**src/rtl/pdm_sequencer.sv**
```systemverilog
// Playback controller: loads a short waveform while idle and streams it into the PDM core input register.
// Optional PDM_SEQ_HOLD_EN adds a hold input that pauses playback in place.
module pdm_sequencer #(
    parameter int DEPTH = 8,
    parameter int WIDTH = 5,
    parameter int DIV_W = 4
) (
    input  logic             clk,
    input  logic             reset_n,
    input  logic             wr_en,
    input  logic [WIDTH-1:0] wr_data,
    input  logic             clear,
    input  logic             start,
    input  logic             stop,
    input  logic             loop,
    input  logic [DIV_W-1:0] rate,
`ifdef PDM_SEQ_HOLD_EN
    input  logic             hold,
`endif
    output logic [WIDTH-1:0] pdm_sample,
    output logic             pdm_we,
    output logic             busy,
    output logic             full,
    output logic             seq_done,
    output logic [1:0]       state_dbg
);

    localparam int PW = $clog2(DEPTH);
    localparam int LW = $clog2(DEPTH + 1);

    typedef enum logic [1:0] {
        IDLE  = 2'd0,
        PLAY  = 2'd1,
        FLUSH = 2'd2
    } state_t;

    state_t           state;
    logic [WIDTH-1:0] mem [DEPTH];
    logic [LW-1:0]    length;
    logic [PW-1:0]    rd_ptr;
    logic [DIV_W-1:0] div;
    logic [DIV_W-1:0] rate_q;
    logic             loop_q;
    logic             load_ok;
    logic             start_ok;
    logic             hold_act;
    logic             last_entry;

    // Handshake: wr_en/clear/start are single-cycle strobes honoured only in IDLE;
    // pdm_we is a one-cycle write pulse with pdm_sample valid in the same cycle.
    assign load_ok    = (state == IDLE) && wr_en && !clear && !full;
    assign start_ok   = (state == IDLE) && start && !wr_en && !clear && (length != '0);
    assign last_entry = (LW'(rd_ptr) == (length - LW'(1)));
    assign state_dbg  = state;

`ifdef PDM_SEQ_HOLD_EN
    assign hold_act = hold;
`else
    assign hold_act = 1'b0;
`endif

    // Sample memory is deliberately left out of reset; length gates visibility.
    always_ff @(posedge clk) begin
        if (load_ok) begin
            mem[length[PW-1:0]] <= wr_data;
        end
    end

    always_ff @(posedge clk or negedge reset_n) begin
        if (!reset_n) begin
            state      <= IDLE;
            length     <= '0;
            rd_ptr     <= '0;
            div        <= '0;
            rate_q     <= '0;
            loop_q     <= 1'b0;
            pdm_sample <= '0;
            pdm_we     <= 1'b0;
            busy       <= 1'b0;
            full       <= 1'b0;
            seq_done   <= 1'b0;
        end else begin
            pdm_we   <= 1'b0;
            seq_done <= 1'b0;
            case (state)
                IDLE: begin
                    if (clear) begin
                        length <= '0;
                        full   <= 1'b0;
                    end else if (load_ok) begin
                        length <= length + LW'(1);
                        full   <= (length == LW'(DEPTH - 1));
                    end else if (start_ok) begin
                        state      <= PLAY;
                        busy       <= 1'b1;
                        rate_q     <= rate;
                        loop_q     <= loop;
                        rd_ptr     <= '0;
                        div        <= '0;
                        pdm_we     <= 1'b1;
                        pdm_sample <= mem[0];
                    end
                end
                PLAY: begin
                    if (stop) begin
                        state      <= FLUSH;
                        pdm_we     <= 1'b1;
                        pdm_sample <= '0;
                        seq_done   <= 1'b1;
                    end else if (!hold_act) begin
                        if (div != rate_q) begin
                            div <= div + DIV_W'(1);
                        end else begin
                            div <= '0;
                            // rd_ptr tracks the entry most recently written to the core
                            if (!last_entry) begin
                                rd_ptr     <= rd_ptr + PW'(1);
                                pdm_we     <= 1'b1;
                                pdm_sample <= mem[rd_ptr + PW'(1)];
                            end else if (loop_q) begin
                                rd_ptr     <= '0;
                                pdm_we     <= 1'b1;
                                pdm_sample <= mem[0];
                            end else begin
                                state      <= FLUSH;
                                pdm_we     <= 1'b1;
                                pdm_sample <= '0;
                                seq_done   <= 1'b1;
                            end
                        end
                    end
                end
                FLUSH: begin
                    state <= IDLE;
                    busy  <= 1'b0;
                end
                default: begin
                    state <= IDLE;
                    busy  <= 1'b0;
                end
            endcase
        end
    end

endmodule

```
**config.mk**
```make
export PLATFORM = sky130hd
export DESIGN_NAME = pdm_sequencer
export DESIGN_NICKNAME = d
export VERILOG_FILES = /design/src/rtl/pdm_sequencer.sv
export SDC_FILE = /design/constraint.sdc
export NUM_CORES = 1
export LEC_CHECK = 0
export ABC_AREA = 1
export BUFFER_PORTS_ARGS = -buffer_cell sky130_fd_sc_hd__buf_2
export CORE_MARGIN = 2
export CORE_UTILIZATION = 30
export CTS_CLUSTER_DIAMETER = 150
export DETAILED_ROUTE_END_ITERATION = 8
export MAX_ROUTING_LAYER = met4
export SLEW_MARGIN = 0
export SYNTH_ARGS = -nofsm -noshare
export SYNTH_HDL_FRONTEND = slang
export SYNTH_SLANG_ARGS = --single-unit
```
**constraint.sdc**
```tcl
create_clock -name clk -period 3.1 [get_ports clk]
set_clock_uncertainty 0.15 [all_clocks]
set_input_delay 0.155 -clock clk [delete_from_list [all_inputs] [get_ports clk]]
set_output_delay 0.155 -clock clk [all_outputs]
set_load 0.02 [all_outputs]
```
=== After elaboration in Yosys (flattened, before gate mapping) ===
Memories as Yosys holds them, arrays and structs flattened.
Index checks and enable logic that the tools add are counted.

* Memories kept: 1
* Output and inout port bits: 11
* Bits in registers: 27
* RAM bits: 40
* Logic and storage cells: 104

* Reductions and logical operators: 21
* Equality and inequality tests: 13
* Bitwise gates (word level): 3
* Add/sub/neg operators: 4
* Mux-type cells: 51

{| class="wikitable"
|+ Memories
! memory !! depth !! bits a word !! rd ports !! clocked after memory_dff !! write ports !! RTL line !! source
|-
| mem || 8 || 5 || 2 || 0 || 1 || 38 || <nowiki>logic [WIDTH-1:0] mem [DEPTH];</nowiki>
|}

{| class="wikitable"
|+ Operator list
! kind !! count
|-
| $mux 5 || 7
|-
| $mux 4 || 7
|-
| $mux 3 || 7
|-
| $mux 1 || 17
|-
| $mux 2 || 7
|-
| $ne 3x3->1 const B || 4
|-
| $ne 2x2->1 const B || 5
|-
| $pmux 5 s2 || 1
|-
| $reduce_and 5->1 || 2
|-
| $add 4x1->4 const B || 2
|-
| $pmux 4 s2 || 1
|-
| $reduce_and 4->1 || 2
|-
| $logic_and 1x1->1 || 7
|-
| $reduce_and 7->1 || 1
|-
| $pmux 3 s2 || 1
|-
| $reduce_and 6->1 || 1
|-
| $eq 3x4->1 || 1
|-
| $eq 4x3->1 const B || 1
|-
| $ne 4x4->1 || 1
|-
| $pmux 1 s2 || 2
|-
| $pmux 2 s2 || 1
|-
| $reduce_bool 2->1 || 2
|-
| $reduce_bool 4->1 || 1
|-
| $sub 4x1->4 const B || 1
|-
| other kinds (6) || 10
|}

=== Longest topological paths before layout ===
* Word-level depth: 9
* Gate-level depth with buffers: 13
* Depth with buffers taken out: 13

=== Worst setup path after synthesis ===
Ideal clock, no wire load.

* Path kind: reg-to-reg
* Start point: register state[0], in the netlist state_dbg[0]
* End point: memory mem[6][0], enable pin
* Path buffers: 0
* Required time: 2.576 ns
* Cell stages (with the launch flop): 8
* Slack: 0.987 ns
* Arrival time: 1.590 ns
* Cell sequence: dfrtp_1 -> nor2_4 -> nand2_1 -> inv_1 -> nand2_1 -> inv_1 -> nand2_1 -> nor3_1

* Cells in the longest elaborated chain, start to end: 6

{| class="wikitable"
|+ RTL lines
! what !! RTL line !! source
|-
| from (decl) || 37 || <nowiki>state_t state;</nowiki>
|-
| from (signal assigned) || 71 || <nowiki>state <= IDLE;</nowiki>
|-
| from (signal assigned) || 94 || <nowiki>state <= PLAY;</nowiki>
|-
| from (signal assigned) || 106 || <nowiki>state <= FLUSH;</nowiki>
|-
| $logic_not 2->1 || 51 || <nowiki>assign load_ok = (state == IDLE) && wr_en && !clear && !full;</nowiki>
|-
| $logic_and 1x1->1 (3 in series) || 51 ||
|-
| $mux 1 || 64 || <nowiki>if (load_ok) begin</nowiki>
|-
| $mux 1 (not written as such) || 65 || <nowiki>mem[length[PW-1:0]] <= wr_data;</nowiki>
|-
| to (decl) || 38 ||
|}

No other way between the ends.

=== Worst setup path after layout ===
* Start point: register rd_ptr[1]
* End point: register pdm_sample[0]

* Cells in the longest elaborated chain, start to end: 6
* Elaborated cells between the ends (all ways): 7

{| class="wikitable"
|+ RTL lines
! what !! RTL line !! source
|-
| from (decl) || 40 || <nowiki>logic [PW-1:0] rd_ptr;</nowiki>
|-
| from (signal assigned) || 117 || <nowiki>rd_ptr <= rd_ptr + PW'(1);</nowiki>
|-
| $add 3x1->3 || 119 || <nowiki>pdm_sample <= mem[rd_ptr + PW'(1)];</nowiki>
|-
| $mem_v2 8x5 || - ||
|-
| $mux 5 * || 116 || <nowiki>if (!last_entry) begin</nowiki>
|-
| $mux 5 * || 111 || <nowiki>if (div != rate_q) begin</nowiki>
|-
| $mux 5 * || 105 || <nowiki>if (stop) begin</nowiki>
|-
| $pmux 5 s2 * || 85 || <nowiki>case (state)</nowiki>
|-
| to (signal assigned) || 101 || <nowiki>pdm_sample <= mem[0];</nowiki>
|-
| to (signal assigned) || 119 ||
|-
| to (signal assigned) || 123 || <nowiki>pdm_sample <= mem[0];</nowiki>
|-
| to (decl) || 20 || <nowiki>output logic [WIDTH-1:0] pdm_sample,</nowiki>
|}

Every way passes the cells marked *; elsewhere a longest branch is shown, timed or not. The select of a mux whose other input is x is not followed.
A chain may end at the register's enable or synchronous reset.

==> summary by stage <==
Place
Summing all placed instances gives a cell area of approximately 3600 µm². The number of placed cells counting well taps is 516. Routability-driven placement finished with a final weighted congestion of ~0.78.

Before CTS, the worst setup slack after placement is 747 ps. After legalization and detailed placement, the total HPWL measured 4890 µm. The number of input and output port buffers inserted is 26.

Synth
By area, the combinational part of the netlist is dominated by simple AND/OR/NAND/NOR gates. The post-synthesis average cell area is 9.43 µm². By instance count, the leading cell after synthesis is nand2_1.

After Yosys synthesis, and, or, nand and nor cells account for 29.7% of the synthesized area. The number of synthesized register bits is 67. The most used flip-flop cell after synthesis is edfxtp_1. Counting every net in the synthesized netlist gives 371. The cell count after synthesis is about 350.

Sequential elements use a little under three fifths of the synthesized area. The area share of the leading cell type in the synthesized netlist is 36.3%. By count the netlist is led by nand2_1 (111), edfxtp_1 (40), nor2_1 (40). Of the post-synthesis cell area, the part taken by muxes is 1.36%. The number of enable flip-flop cells after synthesis is 40. Summing every instance area after synthesis gives 3310 µm². The synthesized netlist devotes 4.35% of its cell area to compound gates.

The synthesized netlist devotes 1.59% of its cell area to XOR and XNOR gates. The count of cell types in the netlist is 35. Of the total synthesized cell area, the portion taken by full adders, half adders and majority gates is ~1.5%. By area the synthesized netlist is led by edfxtp_1 (36%), dfrtp_1 (20%), nand2_1 (13%).

The Yosys step of the flow raised 0 warnings. The cell taking the most area after synthesis is edfxtp_1. The share of synthesized registers carrying an async set or reset is 40.3%.

Worst setup path
The delay contributed by the slowest stage of the critical path is between 500 and 600 ps. Data arrives at the worst endpoint at around 2500 ps. The startpoint class of the critical path is a register. The critical-path maximum fanout is 12.

The sort of element at the end of the critical path is a register. STA puts the critical path data required time at 3240 ps. The cell type with the highest occurrence count on the critical path is nand2_1. The largest individual stage delay along the critical path comes from the cell ha_1.

The signal on the critical path passes through ha_1 -> clkinv_1 -> nand3_1 -> nand2_1 -> nand2_1 -> nand2_1 -> nand2_1 -> nand2_1 -> nor2_1 -> nor2_1 -> nor2_1. The critical path class is reg2reg.

STA
Setup violations remaining at the end of the flow were counted as 0. For the pin with the worst max-slew slack, the measured transition is 665 ps. The final max-slew violation count is 0. Adding up every negative setup slack in the final design gives 0 ps. The setup slack of the critical path after layout is around 770 ps.

The worst-case headroom to the max-slew limit is roughly 56%. In the finished design, the share of the clock period the worst path needs comes to 75.3%. Setup repair after global routing left no endpoint under its margin. Static timing analysis puts the maximum clock frequency at 0.428 GHz.

Across all hold checks on the routed design, the worst slack comes to 31.7 ps. The worst path needs 2330 ps of the cycle, external delays included. The number of hold violations in the final report is 0.

Detailed routing
Using the TritonRoute via totals, the vias-per-cell ratio works out to 4.48. Wires add up to 7000 µm. The violation count after the first detailed-routing iteration is 177. The total vias in the final route is ~2,400. In this run the remaining antenna-violating nets after routing total 0. In the routed design, unresolved DRC markers number 0. The first TritonRoute pass finished after 4 iterations. After detailed routing, the average wire length per cell comes to ~13 µm.

Global route
The pin count of the biggest net entering global routing is 28. The met1 global-route usage is 16.4%. The number of global-route vias before repair is 2,346. The overall overflow remaining after global route is 0. Across every metal layer, demand over resource in global routing totals 13.4%. met2 is the most crowded layer. The first global-routing pass estimated 11,600 µm of wire. The met2 global-route usage is 21.3%. The met3 layer usage reported by global route is 3.11%. The initial antenna violation count is 0.

Pwr
The total power per unit cell area is 844 nW/µm². The leakage power summed over all cells is about 1.8 nW. For this design the total switching power over the nets is ~1.4 mW.

The register share of total power is between 30 and 40%. The combinational cell fraction of total power is 40.0%. The internal power contribution is 1.95 mW. The worst IR drop on VDD is 0.351 mV. The fraction of power spent switching nets is between 40% and 50%.

The clock network accounts for about 23% of the total power. After layout, the design draws a total of 3.33 mW.

Cells and area
The finished cells cover 3940 µm². The final layout contains approximately 420 nets. The share of the core filled with cells is between 30% and 40%. For this run, the number of standard cells in the final layout without fillers is between 500 and 600.

The number of inserted diodes is 0. The area growth from synthesis to layout is 19.1%. The fraction of layout instances using a drive strength above 1 is 19.8%.

Clock tree
Gates resized during post-CTS repair numbered 0. The clock-pin slew on the worst setup and hold paths is roughly 80 ps. The CTS tree is built. The cell chosen for the clock root is clkbuf_8.

The deepest clock path buffer count is 2. The insertion delay of the later-clocked pin in the worst-skew pair is roughly 350 ps. The clock buffer count from CTS is 9. The deepest level of the CTS H-tree is 3. The number of sinks on the clock net is 67.

Die
The vertical extent of the die is approximately 110 µm. The die covers 11,900 µm². The count of pins on the block boundary is 27. From left edge to right edge, the die measures 109 µm. The floorplan core area is 10,800 µm². The starting density of the core is a little under a third. The count of standard-cell rows is 38.

Run status
The run finished with clean final reports.

Min path
The path class of the tightest hold or removal check is in2reg.

Job
Across the run, the number of max-cap violations was 0.
sequential cells by signal, indices dropped and copies added, names as in the netlist:
register	cells
mem	40
pdm_sample	5
div	4
length	4
rate_q	4
rd_ptr	3
state_dbg	2
busy	1
full	1
loop_q	1
pdm_we	1
seq_done	1
layer usage:
metal | vias to the layer above | routed length, µm
met5 | - | 0
met4 | 0 | 65
met1 | 1131 | 3320
li1 | 1247 | -
met2 | 52 | 3300
met3 | 6 | 313
cell type report:
| cell class | instances | area (µm²) |
|---|---|---|
| timing repair buffer | 43 | 288 |
| clock inverter | 7 | 83.8 |
| multi-input combinational | 248 | 1270 |
| sequential | 67 | 1880 |
| inverter | 30 | 120 |
| fill | 1089 | 6850 |
| clock buffer | 9 | 124 |
| tap | 140 | 175 |
cells in the final DEF, fill, tap and decap left out, drive strengths merged:
cell | netlist | final
nor2 | 51 | 51
clkinvlp | 0 | 1
nand4 | 2 | 2
nand2 | 116 | 116
mux2 | 4 | 4
clkbuf | 1 | 9
o31ai | 1 | 1
and3 | 1 | 1
nor3 | 4 | 4
nand3b | 1 | 1
dlygate4sd3 | 0 | 12
o21a | 1 | 1
bufinv | 0 | 1
a22oi | 1 | 1
edfxtp | 40 | 40
xor2 | 5 | 5
nand3 | 37 | 37
xnor2 | 1 | 1
o21ai | 12 | 12
dfrtp | 27 | 27
inv | 28 | 31
buf | 5 | 31
a21oi | 7 | 7
ha | 4 | 4
clkinv | 2 | 4
power groups by stage:
| stage | sequential (mW) | clock (mW) | combinational, mW |
|---|---|---|---|
| floorplan | 1.29 | 0 | 0.956 |
| global placement | 1.25 | 0 | 1.31 |
| detailed placement | 1.25 | 0 | 1.32 |
| CTS | 1.23 | 0.792 | 1.34 |
| global route | 1.25 | 0.837 | 1.51 |
| finish | 1.23 | 0.770 | 1.33 |
cell families (layout without fill, tap and decap cells):
family	after synthesis	count (layout)
simple gates	212	212
mux	4	4
fa+ha+maj	4	4
xor+xnor	6	6
compound gates	22	22
flops	67	67
buf+inv	36	89
what timing repair did:
action	4_1_cts	5_1_grt
setup buffers	0	0
hold buffers	12	0
hold endpoints to repair	74	0
worst max-delay path, delay by kind of cell (launching register included):
| kind | cells | cell delay [ps] |
|---|---|---|
| and+or+nand+nor | 9 | 700 |
| DFF | 1 | 430 |
| adders and majority gates | 1 | 580 |
| buffers and inverters | 1 | 400 |
path summary, 6_finish.rpt:
| kind | from | to | slack, ps | depth (start not counted) |
|---|---|---|---|---|
| min reg2reg | full | full | 360 | 2 |
| max reg2reg | rd_ptr[1] | pdm_sample[0] | 770 | 11 |
| max | rd_ptr[1] | pdm_sample[0] | 770 | 11 |
| min in group asynchronous | reset_n | div[0] | 200 | 2 |
| max in group asynchronous | reset_n | length[0] | 2190 | 2 |
| min | stop | div[1] | 30 | 4 |
Note: power is estimated with default switching activity, not from simulation.
